==> src/rtl/alu_pkg.sv <==
// Shared encodings and FSM state type for the pipelined ALU.
package alu_pkg;

  localparam logic [1:0] OP_ADD = 2'b00;
  localparam logic [1:0] OP_SUB = 2'b01;
  localparam logic [1:0] OP_FUN = 2'b10;
  localparam logic [1:0] OP_ILL = 2'b11;

  localparam logic [2:0] FUNCT_ADD  = 3'b000;
  localparam logic [2:0] FUNCT_SUB  = 3'b100;
  localparam logic [2:0] FUNCT_AND  = 3'b011;
  localparam logic [2:0] FUNCT_OR   = 3'b010;
  localparam logic [2:0] FUNCT_NAND = 3'b110;
  localparam logic [2:0] FUNCT_NOR  = 3'b111;
  localparam logic [2:0] FUNCT_MUL  = 3'b101;

  typedef enum logic {
    IDLE = 1'b0,
    MUL  = 1'b1
  } alu_state_t;

endpackage

==> src/rtl/alu_core.sv <==
// Combinational add/sub/logic unit with carry, signed overflow and illegal-op decode.
// funct 101 is always reported illegal here; alu_pipe claims it when ALU_MUL_EN is defined.
module alu_core #(
  parameter int WIDTH = 64
) (
  input  logic [WIDTH-1:0] a,
  input  logic [WIDTH-1:0] b,
  input  logic             cin,
  input  logic [1:0]       op,
  input  logic [2:0]       funct,
  output logic [WIDTH-1:0] result,
  output logic             cout,
  output logic             overflow,
  output logic             illegal
);
  import alu_pkg::*;

  logic             is_sub_s;
  logic [WIDTH-1:0] opb_s;
  logic             cin_s;
  logic [WIDTH:0]   sum_s;

  // Subtract is add of the inverted operand with a forced carry-in.
  assign is_sub_s = (op == OP_SUB) || ((op == OP_FUN) && (funct == FUNCT_SUB));
  assign opb_s    = is_sub_s ? ~b : b;
  assign cin_s    = is_sub_s ? 1'b1 : cin;
  assign sum_s    = {1'b0, a} + {1'b0, opb_s} + {{WIDTH{1'b0}}, cin_s};

  // Operation select and flag generation.
  always_comb begin
    result   = '0;
    cout     = 1'b0;
    overflow = 1'b0;
    illegal  = 1'b0;
    case (op)
      OP_ADD, OP_SUB: begin
        result   = sum_s[WIDTH-1:0];
        cout     = sum_s[WIDTH];
        overflow = (a[WIDTH-1] == opb_s[WIDTH-1]) && (sum_s[WIDTH-1] != a[WIDTH-1]);
      end
      OP_FUN: begin
        case (funct)
          FUNCT_ADD, FUNCT_SUB: begin
            result   = sum_s[WIDTH-1:0];
            cout     = sum_s[WIDTH];
            overflow = (a[WIDTH-1] == opb_s[WIDTH-1]) && (sum_s[WIDTH-1] != a[WIDTH-1]);
          end
          FUNCT_AND:  result = a & b;
          FUNCT_OR:   result = a | b;
          FUNCT_NAND: result = ~(a & b);
          FUNCT_NOR:  result = ~(a | b);
          default:    illegal = 1'b1;
        endcase
      end
      default: illegal = 1'b1;
    endcase
  end

endmodule

==> src/rtl/alu_pipe.sv <==
// Registered ALU with valid/ready handshake, one-entry output register and illegal-op flag.
// Optional ALU_MUL_EN adds a WIDTH-cycle shift-add multiply on op=10 funct=101.
module alu_pipe #(
  parameter int WIDTH = 64
) (
  input  logic             clk,
  input  logic             reset,
  input  logic             in_valid,
  output logic             in_ready,
  input  logic [WIDTH-1:0] a,
  input  logic [WIDTH-1:0] b,
  input  logic             cin,
  input  logic [1:0]       op,
  input  logic [2:0]       funct,
  output logic             out_valid,
  input  logic             out_ready,
  output logic [WIDTH-1:0] result,
  output logic             cout,
  output logic             zero,
  output logic             overflow,
  output logic             illegal
);
  import alu_pkg::*;

  alu_state_t       state_r, state_nx_s;
  logic             out_valid_r, cout_r, zero_r, overflow_r, illegal_r;
  logic [WIDTH-1:0] result_r;
  logic [WIDTH-1:0] core_result_s;
  logic             core_cout_s, core_ovf_s, core_ill_s;
  logic             accept_s, consume_s, is_mul_s, mul_done_s;
  logic [WIDTH-1:0] mul_result_s;

  alu_core #(.WIDTH(WIDTH)) u_core (
    .a        (a),
    .b        (b),
    .cin      (cin),
    .op       (op),
    .funct    (funct),
    .result   (core_result_s),
    .cout     (core_cout_s),
    .overflow (core_ovf_s),
    .illegal  (core_ill_s)
  );

  assign in_ready  = !reset && (state_r == IDLE) && (!out_valid_r || out_ready);
  assign accept_s  = in_valid && in_ready;
  assign consume_s = out_valid_r && out_ready;

`ifdef ALU_MUL_EN
  localparam int CNT_W = $clog2(WIDTH) + 1;

  logic [CNT_W-1:0] cnt_r;
  logic [WIDTH-1:0] prod_r, mcand_r, mplier_r, prod_next_s;
  logic             mul_last_s;

  assign is_mul_s     = (op == OP_FUN) && (funct == FUNCT_MUL);
  assign prod_next_s  = prod_r + (mplier_r[0] ? mcand_r : {WIDTH{1'b0}});
  assign mul_last_s   = (state_r == MUL) && (cnt_r == CNT_W'(WIDTH - 1));
  // The final step waits here until the output register is free.
  assign mul_done_s   = mul_last_s && (!out_valid_r || out_ready);
  assign mul_result_s = prod_next_s;

  // Shift-add multiply datapath: one bit of b per cycle.
  always_ff @(posedge clk or posedge reset) begin
    if (reset) begin
      cnt_r    <= '0;
      prod_r   <= '0;
      mcand_r  <= '0;
      mplier_r <= '0;
    end else if (accept_s && is_mul_s) begin
      cnt_r    <= '0;
      prod_r   <= '0;
      mcand_r  <= a;
      mplier_r <= b;
    end else if ((state_r == MUL) && !mul_last_s) begin
      cnt_r    <= cnt_r + CNT_W'(1);
      prod_r   <= prod_next_s;
      mcand_r  <= {mcand_r[WIDTH-2:0], 1'b0};
      mplier_r <= {1'b0, mplier_r[WIDTH-1:1]};
    end
  end
`else
  assign is_mul_s     = 1'b0;
  assign mul_done_s   = 1'b0;
  assign mul_result_s = '0;
`endif

  // FSM state register.
  always_ff @(posedge clk or posedge reset) begin
    if (reset) begin
      state_r <= IDLE;
    end else begin
      state_r <= state_nx_s;
    end
  end

  // FSM next-state decode.
  always_comb begin
    state_nx_s = state_r;
    case (state_r)
      IDLE: begin
        if (accept_s && is_mul_s) begin
          state_nx_s = MUL;
        end else begin
          state_nx_s = IDLE;
        end
      end
`ifdef ALU_MUL_EN
      MUL: begin
        if (mul_done_s) begin
          state_nx_s = IDLE;
        end else begin
          state_nx_s = MUL;
        end
      end
`endif
      default: state_nx_s = IDLE;
    endcase
  end

  // Output register: load on single-cycle accept or multiply completion, drop on consume.
  always_ff @(posedge clk or posedge reset) begin
    if (reset) begin
      out_valid_r <= 1'b0;
      result_r    <= '0;
      cout_r      <= 1'b0;
      zero_r      <= 1'b0;
      overflow_r  <= 1'b0;
      illegal_r   <= 1'b0;
    end else if (accept_s && !is_mul_s) begin
      out_valid_r <= 1'b1;
      result_r    <= core_result_s;
      cout_r      <= core_cout_s;
      zero_r      <= (core_result_s == {WIDTH{1'b0}});
      overflow_r  <= core_ovf_s;
      illegal_r   <= core_ill_s;
    end else if (mul_done_s) begin
      out_valid_r <= 1'b1;
      result_r    <= mul_result_s;
      cout_r      <= 1'b0;
      zero_r      <= (mul_result_s == {WIDTH{1'b0}});
      overflow_r  <= 1'b0;
      illegal_r   <= 1'b0;
    end else if (consume_s) begin
      out_valid_r <= 1'b0;
    end
  end

  assign out_valid = out_valid_r;
  assign result    = result_r;
  assign cout      = cout_r;
  assign zero      = zero_r;
  assign overflow  = overflow_r;
  assign illegal   = illegal_r;

endmodule

==> config.mk <==
export PLATFORM = sky130hd
export DESIGN_NAME = alu_pipe
export DESIGN_NICKNAME = d
export VERILOG_FILES = /design/src/rtl/alu_pkg.sv /design/src/rtl/alu_core.sv /design/src/rtl/alu_pipe.sv
export SDC_FILE = /design/constraint.sdc
export NUM_CORES = 1
export LEC_CHECK = 0
export BUFFER_PORTS_ARGS = -buffer_cell sky130_fd_sc_hd__clkbuf_2
export CAP_MARGIN = 10
export CORE_UTILIZATION = 58
export CTS_CLUSTER_DIAMETER = 30
export DETAILED_ROUTE_END_ITERATION = 10
export PLACE_DENSITY_LB_ADDON = 0.1
export SLEW_MARGIN = 20
export SYNTH_ARGS = -nofsm -noshare
export SYNTH_HDL_FRONTEND = slang
export SYNTH_SLANG_ARGS = --single-unit
export TNS_END_PERCENT = 20
==> constraint.sdc <==
create_clock -name clk -period 2.6 [get_ports clk]
set_input_delay 0.13 -clock clk [delete_from_list [all_inputs] [get_ports clk]]
set_output_delay 0.13 -clock clk [all_outputs]
set_load 0.01 [all_outputs]
==> impl_metrics.csv, run 1 <==
group,metric,value,unit
clock_tree,root_buffer,"clkbuf_16",
logic_synthesis,yosysWarnings,0,
logic_synthesis,avgSynthCellArea,7.38,µm²
grt,overflow,28,
grt,grt_use_total,0.742,
floorplan,initial_core_util,0.599,
placed_design,post-dp-hpwl,36700,µm
sta,worst_endpoint,"zero$_DFFE_PP0P_/D",
logic_synthesis,synth-seq-area-share,0.165,
grt,grt_max_degree,84,
status,lastStage,"global routing",
logic_synthesis,post-synth-top-count-cell,"a21oi_1",
logic_synthesis,synth_area_leader_cell,"dfrtp_1",
status,stop_error,"[ERROR GRT-0232] Routing congestion too high. Check the congestion heatmap in the GUI.",
logic_synthesis,ys_ff_latch,69,
clock_tree,cts.sinks,69,
placed_design,port_buffers,207,
placed_design,place_congestion,1.11,
floorplan,rows,48,
status,status,"aborted with a tool error",
sta,endpoint_type,"sequential cell input",
logic_synthesis,synth_top_area_share,0.165,
floorplan,ioPinCount,208,
clock_tree,h-tree-depth,3,
logic_synthesis,synth_flop_cell,"dfrtp_1",
placed_design,placed_cell_area,0.0152,mm²
floorplan,die_width,136,µm
logic_synthesis,async_flop_share,1.00,
logic_synthesis,syn-instance-count,1418,
logic_synthesis,synth_area_leaders,"dfrtp_1 (17%), xnor2_1 (7.7%), ha_1 (7.5%)",
clock_tree,numCtsBuffers,9,
clock_tree,clockBufferDepth,2,
logic_synthesis,synth_edf_count,0,
logic_synthesis,syn_nets,1621,
logic_synthesis,netlist_area,0.0105,mm²
logic_synthesis,yosysUniqueCellTypes,87,
logic_synthesis,ys_top_cells_by_count,"a21oi_1 (142), nand2_1 (141), o21ai_0 (134), nor2_1 (122), xnor2_1 (92)",
floorplan,die_y,136,µm
[kinds of logic after synthesis]
family                     after synthesis  synth area share
and+or+nand+nor                        405             0.182
muxes                                   38            0.0401
adders and majority gates              127             0.139
DFF                                     69             0.165
xor gates and xnor gates               111            0.0929
buffers and inverters                  128            0.0517
AOI/OAI and AO/OA                      540             0.330
[routing by layer]
metal,overflow,track usage
met5,0,0.222
met4,11,0.743
met3,0,0.559
met2,16,0.923
met1,1,0.749
[repair_timing]
action / 4_1_cts
setup buffers: 7
gates resized for setup: 100
endpoints found under the hold margin: 31
setup endpoints to repair: 61
hold buffers: 1
pin swaps: 35
[through the flow]
step | hold WS (ns) | setup slack, ns | setup TNS (ns) | utilization | cells
2_1_floorplan | 0.226 | -1.80 | -50.26 | - | 1418
3_3_place_gp | 0.305 | -2.22 | -68.06 | 0.870 | 2243
3_5_place_dp | 0.319 | -2.40 | -75.28 | 0.870 | 2243
4_1_cts | 0.0172 | -1.65 | -42.50 | 0.916 | 2264
==> run 2: changes to the inputs <==
--- a/config.mk
+++ b/config.mk
@@ -7,10 +7,9 @@
 export LEC_CHECK = 0
 export BUFFER_PORTS_ARGS = -buffer_cell sky130_fd_sc_hd__clkbuf_2
 export CAP_MARGIN = 10
-export CORE_UTILIZATION = 58
-export CTS_CLUSTER_DIAMETER = 30
+export CORE_UTILIZATION = 40
 export DETAILED_ROUTE_END_ITERATION = 10
-export PLACE_DENSITY_LB_ADDON = 0.1
+export PLACE_DENSITY_LB_ADDON = 0.15
 export SLEW_MARGIN = 20
 export SYNTH_ARGS = -nofsm -noshare
 export SYNTH_HDL_FRONTEND = slang
==> impl_metrics.csv, run 2 <==
group,metric,value,unit
status,status,"finished, violations left",
status,failed_checks,"negative setup slack",
power,p_total,9.34,mW
detailed_routing,drt-total-wl,47200,µm
sta,tns,-39.63,ns
grt,grt_antenna_before_repair,1,
logic_synthesis,yosysWarnings,0,
sta,slew_violations,0,
power,p_int,5.41,mW
sta,min_period_over_period,1.57,
logic_synthesis,synth_top_area_share,0.165,
detailed_routing,ant_nets,0,
cells_and_area,fillers,2271,
placed_design,post-dp-hpwl,37900,µm
logic_synthesis,avgSynthCellArea,7.38,µm²
cells_and_area,mostFrequentLayoutCell,"buf_4",
grt,grt_pass1_vias,13192,
sta,grt_setup_unrepaired,"true",
power,seqPwrFrac,0.165,
critical_path,arrival,4.33,ns
logic_synthesis,synth-seq-area-share,0.165,
cells_and_area,drive_above_1_share,0.473,
logic_synthesis,async_flop_share,1.00,
sta,finalSetupViolations,58,
logic_synthesis,synth_edf_count,0,
critical_path,crit_type,"input pin to flip-flop",
critical_path,cp_max_fo,4,
clock_tree,root_buffer,"clkbuf_16",
clock_tree,cts.sinks,69,
sta,slew_headroom,0.334,
sta,tightestPinTransition,1.00,ns
critical_path,end_kind,"flip-flop",
grt,grt_max_degree,110,
power,power_frac_clock,0.163,
detailed_routing,wire_per_inst,19.6,µm
power,power.density,544,mW/mm²
floorplan,rows,58,
power,switching_share,0.421,
logic_synthesis,syn-instance-count,1418,
detailed_routing,drt_first_pass_iters,6,
logic_synthesis,syn_nets,1621,
sta,fmax,246,MHz
cells_and_area,multiInputGateArea,0.00926,mm²
power,ir_worst_vdd,0.386,mV
sta,timing.hold.ws,0.157,ns
power,p_leak,7.82,nW
logic_synthesis,ys_ff_latch,69,
logic_synthesis,synth_flop_cell,"dfrtp_1",
floorplan,core-area,0.0254,mm²
grt,grt_use_total,0.347,
detailed_routing,post-route-drc-count,0,
logic_synthesis,ys_top_cells_by_count,"a21oi_1 (142), nand2_1 (141), o21ai_0 (134), nor2_1 (122), xnor2_1 (92)",
floorplan,initial_core_util,0.412,
cells_and_area,area_growth_syn_to_layout,64.2,%
placed_design,port_buffers,207,
run,drv_cap,0,
cells_and_area,largest_register_ffs,64,
min_path,hold_class,"input pin to flip-flop",
sta,fin_worst_skew,0.0307,ns
critical_path,startpoint_type,"input pin",
cells_and_area,num_antenna_cells,0,
logic_synthesis,synth_area_leaders,"dfrtp_1 (17%), xnor2_1 (7.7%), ha_1 (7.5%)",
clock_tree,clkLatencyLatePin,0.37,ns
sta,setup_ws,-1.47,ns
detailed_routing,via_count,13747,
detailed_routing,viasPerCell,5.70,
power,combPwrFrac,0.672,
floorplan,die_y,164,µm
clock_tree,h-tree-depth,3,
power,power.switching,3.93,mW
placed_design,place_congestion,1.00,
clock_tree,numCtsBuffers,9,
logic_synthesis,netlist_area,0.0105,mm²
grt,grt_pass1_wl,72000,µm
detailed_routing,drtIter0Drc,894,
floorplan,die-area,0.0268,mm²
clock_tree,clockBufferDepth,2,
clock_tree,clk_pin_slew,0.06,ns
sta,period_minus_slack,4.07,ns
critical_path,worst_ep_required_time,2.85,ns
logic_synthesis,post-synth-top-count-cell,"a21oi_1",
logic_synthesis,synth_area_leader_cell,"dfrtp_1",
clock_tree,cts_tree,"yes",
floorplan,ioPinCount,208,
cells_and_area,layout_common_cells,"buf_4 (523), clkbuf_2 (204), nand2_1 (136)",
logic_synthesis,yosysUniqueCellTypes,87,
sta,hold_viol,0,
floorplan,die_width,164,µm
cells_and_area,finalNetCount,2282,
grt,overflow,0,
cells_and_area,regArea,0.00173,mm²
run 2: cell counts after synthesis:
No cell type changed its count.
run 2: timing repair:
item | CTS | global route
setup buffers | 12 | 12
hold buffers | 2 | 0
pin swaps | 56 | 54
setup endpoints to repair | 63 | 63
cloned | 0 | 0
hold endpoints to repair | 32 | 0
gates resized for setup | 133 | 100
run 2: final timing paths:
path	start	end	slack, ns	cells past startpoint
hold / removal	a[63]	overflow	0.16	3
min in group asynchronous	reset	result[61]	0.48	4
max in group asynchronous	reset	result[43]	1.27	5
setup / recovery	op[1]	zero	-1.47	23
setup reg to reg	out_valid	zero	0.83	8
hold reg to reg	overflow	overflow	0.48	2
run 2: kinds of logic after synthesis:
logic type / share of synthesized area
XOR/XNOR: 0.0929
multiplexers: 0.0401
flip-flops: 0.165
buffers and inverters: 0.0517
AO/OA/AOI/OAI: 0.330
AND/OR/NAND/NOR: 0.182
adder cells (fa/ha/maj): 0.139
run 2: layout make-up:
type	instances	share of cell area
Clock buffer	9	0.0131
Clock inverter	6	0.00656
Inverter	24	0.00554
Multi-Input combinational cell	1221	0.539
Sequential cell	69	0.101
Tap cell	330	0.0240
Timing Repair Buffer	754	0.311
run 2: per-layer routing:
metal	global-route usage	part of all wire
met1	0.447	0.45
met2	0.598	0.47
met3	0.0318	0.050
met4	0.126	0.031
met5	0	0
run 2: stage by stage:
step,setup slack [ns],instance area (µm²),instances,util
after floorplan,-1.80,10600,1418,-
after global placement,-2.59,15600,2373,0.613
after detailed placement,-2.58,15600,2373,0.613
after CTS,-1.49,16600,2402,0.655
after global routing,-1.66,17200,2413,0.676
final,-1.47,17200,2413,0.676
run 2: power by group through the flow:
stage	registers [mW]	logic (mW)	clock network, mW
floorplan	1.69	2.52	0
global placement	1.54	5.52	0
detailed placement	1.56	5.55	0
CTS	1.54	5.93	1.53
global route	1.58	6.73	1.57
finish	1.54	6.28	1.52
run 2: critical path: stages:
cell and delay, ns:
buf_8 0.10, inv_6 0.05, nor2_4 0.03, and2_4 0.15, a21oi_4 0.14, buf_12 0.15
nand2b_4 0.06, fa_2 0.38, fa_2 0.38, buf_4 0.16, a21oi_4 0.14, o221ai_2 0.16
a41o_4 0.31, a211oi_2 0.27, xor2_1 0.28, o22ai_2 0.13, a2111oi_4 0.26, buf_4 0.18
nand4_1 0.15, nor4_4 0.23, buf_4 0.17, nand4_1 0.08, o31ai_1 0.22
No activity file was read; power rests on OpenSTA's default activity.
==> run 3: changes to the inputs <==
--- a/config.mk
+++ b/config.mk
@@ -13,5 +13,6 @@
 export SLEW_MARGIN = 20
 export SYNTH_ARGS = -nofsm -noshare
 export SYNTH_HDL_FRONTEND = slang
+export SYNTH_HIERARCHICAL = 1
 export SYNTH_SLANG_ARGS = --single-unit
 export TNS_END_PERCENT = 20
==> impl_metrics.csv, run 3 <==
group,metric,value,unit
status,status,"finished, violations left",
status,failed_checks,"negative setup slack",
logic_synthesis,netlist_area,0.00951,mm²
logic_synthesis,syn_nets,1381,
detailed_routing,post-route-drc-count,0,
cells_and_area,num_antenna_cells,0,
cells_and_area,mostFrequentLayoutCell,"buf_4",
sta,fin_worst_skew,0.0128,ns
sta,tns,-50.88,ns
run,drv_cap,0,
critical_path,crit_type,"input pin to flip-flop",
placed_design,place_congestion,0.984,
sta,timing.hold.ws,0.0290,ns
grt,grt_pass1_vias,11256,
floorplan,ioPinCount,208,
floorplan,initial_core_util,0.406,
min_path,hold_class,"input pin to asynchronous set/reset pin",
critical_path,startpoint_type,"input pin",
placed_design,port_buffers,207,
grt,overflow,0,
logic_synthesis,synth_flop_cell,"dfrtp_1",
cells_and_area,final_util,0.652,
sta,min_period_over_period,1.64,
sta,slew_violations,0,
critical_path,cp_max_fo,16,
logic_synthesis,ys_top_cells_by_count,"a21oi_1 (143), maj3_1 (109), nor2_1 (97), xnor2_1 (97)",
sta,setup_ws,-1.66,ns
placed_design,post-dp-hpwl,29900,µm
critical_path,end_kind,"flip-flop",
grt,grt_use_total,0.305,
detailed_routing,via_count,11512,
clock_tree,h-tree-depth,3,
detailed_routing,drt-total-wl,37700,µm
clock_tree,root_buffer,"clkbuf_16",
logic_synthesis,synth_top_area_share,0.182,
logic_synthesis,syn-instance-count,1178,
logic_synthesis,synth-seq-area-share,0.182,
sta,period_minus_slack,4.26,ns
floorplan,die_y,156,µm
sta,tightestPinTransition,0.931,ns
critical_path,worst_ep_required_time,2.89,ns
logic_synthesis,yosysWarnings,6,
cells_and_area,fin_cells,2115,
logic_synthesis,synth_area_leader_cell,"dfrtp_1",
logic_synthesis,async_flop_share,1.00,
power,power.density,562,mW/mm²
cells_and_area,layout_common_cells,"buf_4 (453), clkbuf_2 (204), a21oi_1 (123)",
power,p_total,8.59,mW
grt,grt_max_degree,69,
floorplan,core-area,0.0234,mm²
floorplan,rows,56,
floorplan,die_width,156,µm
grt,grt_pass1_wl,58000,µm
clock_tree,cts.sinks,69,
detailed_routing,drtIter0Drc,654,
logic_synthesis,synth_edf_count,0,
placed_design,dp.cells,2064,
power,ir_worst_vdd,0.347,mV
floorplan,die-area,0.0244,mm²
detailed_routing,ant_nets,0,
sta,grt_setup_unrepaired,"true",
cells_and_area,finalNetCount,1994,
clock_tree,cts_tree,"yes",
clock_tree,clockBufferDepth,2,
clock_tree,numCtsBuffers,9,
power,p_leak,7.18,nW
detailed_routing,wire_per_inst,17.8,µm
logic_synthesis,ys_ff_latch,69,
critical_path,arrival,4.55,ns
detailed_routing,viasPerCell,5.44,
sta,hold_viol,0,
cells_and_area,area_growth_syn_to_layout,60.5,%
cells_and_area,drive_above_1_share,0.483,
grt,grt_antenna_before_repair,0,
logic_synthesis,avgSynthCellArea,8.08,µm²
cells_and_area,largest_register_ffs,64,
sta,fmax,235,MHz
clock_tree,clk_pin_slew,0.07,ns
sta,finalSetupViolations,61,
logic_synthesis,post-synth-top-count-cell,"a21oi_1",
logic_synthesis,yosysUniqueCellTypes,71,
sta,slew_headroom,0.379,
clock_tree,clkLatencyLatePin,0.36,ns
logic_synthesis,synth_area_leaders,"dfrtp_1 (18%), maj3_1 (11%), xnor2_1 (8.9%)",
detailed_routing,drt_first_pass_iters,5,
## run 3: cell count changes after synthesis, moves of 15 or more
cell / delta
o22ai_1: +30
nor4_1: +15
nand2_1: -76
maj3_1: +47
nor2_1: -25
a211oi_1: -23
mux2_2: +31
o21ai_0: -72
nand4_1: -24
buf_2: -17
## run 3: final cells by class
type | count | area [µm²]
inverter | 21 | 78.8
clock inverter | 5 | 58.8
sequential | 69 | 1730
clock buffer | 11 | 253
tap | 319 | 399
fill | 2075 | 8140
multi-input combinational | 1014 | 8030
timing repair buffer | 676 | 4720
## run 3: layer usage
layer,vias to the layer above,part of all wire,global-route usage
met1,5510,0.44,0.387
li1,5608,-,-
met5,-,0,0
met2,339,0.49,0.537
met4,0,0.024,0.0850
met3,55,0.049,0.0396
## run 3: critical path, cell delays in order
cell	delay, ns
buf_8	0.10
nor3_4	0.22
a31oi_4	0.12
buf_12	0.16
buf_12	0.16
xnor2_1	0.14
ha_1	0.31
nand4_1	0.16
or2_1	0.28
or4_4	0.50
or4_4	0.43
o21ai_2	0.14
o21a_4	0.18
a31o_4	0.16
buf_4	0.12
a31oi_2	0.08
xnor2_1	0.22
o22ai_2	0.14
nor4_2	0.28
nand4_1	0.16
nor4_1	0.18
mux2_1	0.16
## run 3: per-stage QoR
stage	setup WS, ns	area, µm²
3_5_place_dp	-2.44	14100
2_1_floorplan	-1.59	9600
5_1_grt	-1.81	15300
3_3_place_gp	-2.37	14100
6_report	-1.66	15300
4_1_cts	-1.67	14700
## run 3: repair_timing
action                                  4_1_cts  5_1_grt
setup buffers                                11       24
pin swaps                                    42       51
resized for setup                            55       71
endpoints found under the setup margin       61       61
hold endpoints to repair                      1        0
hold buffers                                  1        0
## run 3: worst paths after layout
path / from / endpoint / slack (ns) / cells past startpoint
worst max-delay path: op[0] / zero / -1.66 / 22
worst min-delay path: reset / result[15] / 0.03 / 3
worst max register to register: out_valid / result[18] / 0.78 / 5
worst min register to register: result[32] / result[32] / 0.50 / 1
max in group asynchronous: reset / result[48] / 2.10 / 3
min in group clk: op[0] / illegal / 0.28 / 4
## run 3: cell families (layout without fill, tap and decap cells)
family	after synthesis	after routing	share of synthesized area
compound gates	380	380	0.242
xor+xnor	126	126	0.116
fa+ha+maj	174	174	0.202
buf+inv	95	713	0.0430
flops	69	69	0.182
mux	70	70	0.0862
simple gates	264	264	0.130
## run 3: power breakdown
part           internal [mW]  switching [mW]  leakage [nW]  total [mW]
logic                   2.90            2.67          6.16        5.57
clock network          0.798           0.588         0.148        1.39
registers               1.43           0.194         0.872        1.63
==> run 4: changes to the inputs <==
--- a/config.mk
+++ b/config.mk
@@ -6,10 +6,10 @@
 export NUM_CORES = 1
 export LEC_CHECK = 0
 export BUFFER_PORTS_ARGS = -buffer_cell sky130_fd_sc_hd__clkbuf_2
-export CAP_MARGIN = 10
 export CORE_UTILIZATION = 40
 export DETAILED_ROUTE_END_ITERATION = 10
 export PLACE_DENSITY_LB_ADDON = 0.15
+export RECOVER_POWER = 100
 export SLEW_MARGIN = 20
 export SYNTH_ARGS = -nofsm -noshare
 export SYNTH_HDL_FRONTEND = slang
==> impl_metrics.csv, run 4 (same netlist as run 3, synthesis figures left out) <==
group,metric,value,unit
sta,tns,-51.00,ns
critical_path,end_kind,"flip-flop",
cells_and_area,final_util,0.648,
cells_and_area,layout_common_cells,"buf_4 (451), clkbuf_2 (135), a21oi_1 (123)",
critical_path,crit_type,"input pin to flip-flop",
sta,hold_viol,0,
sta,slew_violations,33,
sta,grt_setup_unrepaired,"true",
cells_and_area,num_antenna_cells,0,
min_path,hold_class,"input pin to flip-flop",
detailed_routing,via_count,11491,
sta,setup_ws,-1.67,ns
clock_tree,numCtsBuffers,9,
status,status,"finished, violations left",
detailed_routing,wire_per_inst,17.8,µm
sta,period_minus_slack,4.27,ns
floorplan,die_y,156,µm
floorplan,initial_core_util,0.406,
clock_tree,clockBufferDepth,2,
floorplan,ioPinCount,208,
critical_path,arrival,4.56,ns
power,p_leak,6.95,nW
detailed_routing,drt-total-wl,37700,µm
grt,grt_antenna_before_repair,0,
critical_path,worst_ep_required_time,2.89,ns
clock_tree,cts.sinks,69,
placed_design,place_congestion,0.984,
sta,fmax,234,MHz
detailed_routing,drt_first_pass_iters,7,
power,ir_worst_vdd,0.318,mV
status,failed_checks,"max-capacitance violations, max-slew violations, negative setup slack",
detailed_routing,viasPerCell,5.43,
sta,min_period_over_period,1.64,
floorplan,core-area,0.0234,mm²
detailed_routing,post-route-drc-count,0,
critical_path,cp_max_fo,7,
placed_design,post-dp-hpwl,29900,µm
sta,finalSetupViolations,62,
clock_tree,clk_pin_slew,0.07,ns
clock_tree,clkLatencyLatePin,0.36,ns
run,drv_cap,1,
cells_and_area,mostFrequentLayoutCell,"buf_4",
cells_and_area,area_growth_syn_to_layout,59.5,%
grt,grt_max_degree,69,
cells_and_area,drive_above_1_share,0.443,
detailed_routing,drtIter0Drc,587,
power,p_total,8.49,mW
critical_path,startpoint_type,"input pin",
grt,grt_use_total,0.305,
detailed_routing,ant_nets,0,
power,power.density,560,mW/mm²
sta,fin_worst_skew,0.0129,ns
clock_tree,cts_tree,"yes",
floorplan,rows,56,
grt,overflow,0,
cells_and_area,largest_register_ffs,64,
floorplan,die_width,156,µm
cells_and_area,finalNetCount,1994,
grt,grt_pass1_vias,11256,
sta,tightestPinTransition,1.86,ns
cells_and_area,fillers,2115,
sta,slew_headroom,-0.239,
grt,grt_pass1_wl,58000,µm
clock_tree,root_buffer,"clkbuf_16",
placed_design,port_buffers,207,
clock_tree,h-tree-depth,3,
floorplan,die-area,0.0244,mm²
-- run 4: changes by cell type in the layout (fill, tap and decap cells not counted), sizes merged --
cell / delta
buf: -2
clkbuf: +2
-- run 4: critical path, stage by stage --
cell	delay, ns
buf_8	0.10
nor3_4	0.22
a31oi_4	0.12
buf_12	0.16
xnor2_4	0.12
fa_2	0.35
fa_2	0.36
a21o_1	0.21
a221oi_4	0.37
a2bb2oi_2	0.25
and2_4	0.20
o21ai_2	0.06
o21a_4	0.22
buf_4	0.14
a221oi_2	0.26
xor2_1	0.20
o22ai_1	0.14
nor4_1	0.31
buf_4	0.16
nand4_1	0.11
nor4_1	0.18
mux2_1	0.16
-- run 4: metal layers --
layer	global-route usage	vias up	share of wire
met5	0	-	0
met4	0.0850	0	0.022
met3	0.0396	51	0.051
met2	0.537	325	0.49
met1	0.387	5503	0.44
li1	-	5612	-
-- run 4: cell type report --
type	count	area, µm²	share of cell area
well taps	319	399	0.0263
clock inverters	5	58.8	0.00388
flip-flops and latches	69	1730	0.114
inverters	21	78.8	0.00520
clock buffers	11	253	0.0167
multi-input cells	1014	8030	0.529
repair buffers	676	4630	0.305
-- run 4: path summary, 6_finish.rpt --
path	startpoint	endpoint	slack, ns	cells past startpoint
max	op[0]	zero	-1.67	22
min	op[0]	illegal	0.29	4
max reg2reg	out_valid	result[18]	0.76	5
min reg2reg	zero	zero	0.50	1
max in group asynchronous	reset	result[46]	0.87	3
min in group asynchronous	reset	result[6]	0.37	3
-- run 4: report_power, final --
group	internal, mW	switching (mW)
clock	0.798	0.591
sequential	1.43	0.191
combinational	2.81	2.67
total	5.04	3.45
-- run 4: per-stage QoR --
stage | hold WS, ns | cells | area (µm²) | worst slack [ns]
after floorplan | 0.226 | 1178 | 9600 | -1.59
after global placement | 0.346 | 2064 | 14100 | -2.37
after detailed placement | 0.347 | 2064 | 14100 | -2.44
after CTS | 0.0203 | 2092 | 14700 | -1.67
after global routing | 0.288 | 2115 | 15200 | -1.81
final | 0.285 | 2115 | 15200 | -1.67
-- run 4: what timing repair did --
item	CTS	global route
endpoints found under the hold margin	1	0
cloned	0	0
endpoints found under the setup margin	61	61
pin swaps	42	51
resized for setup	55	71
buffers inserted	11	24
hold buffers	1	0
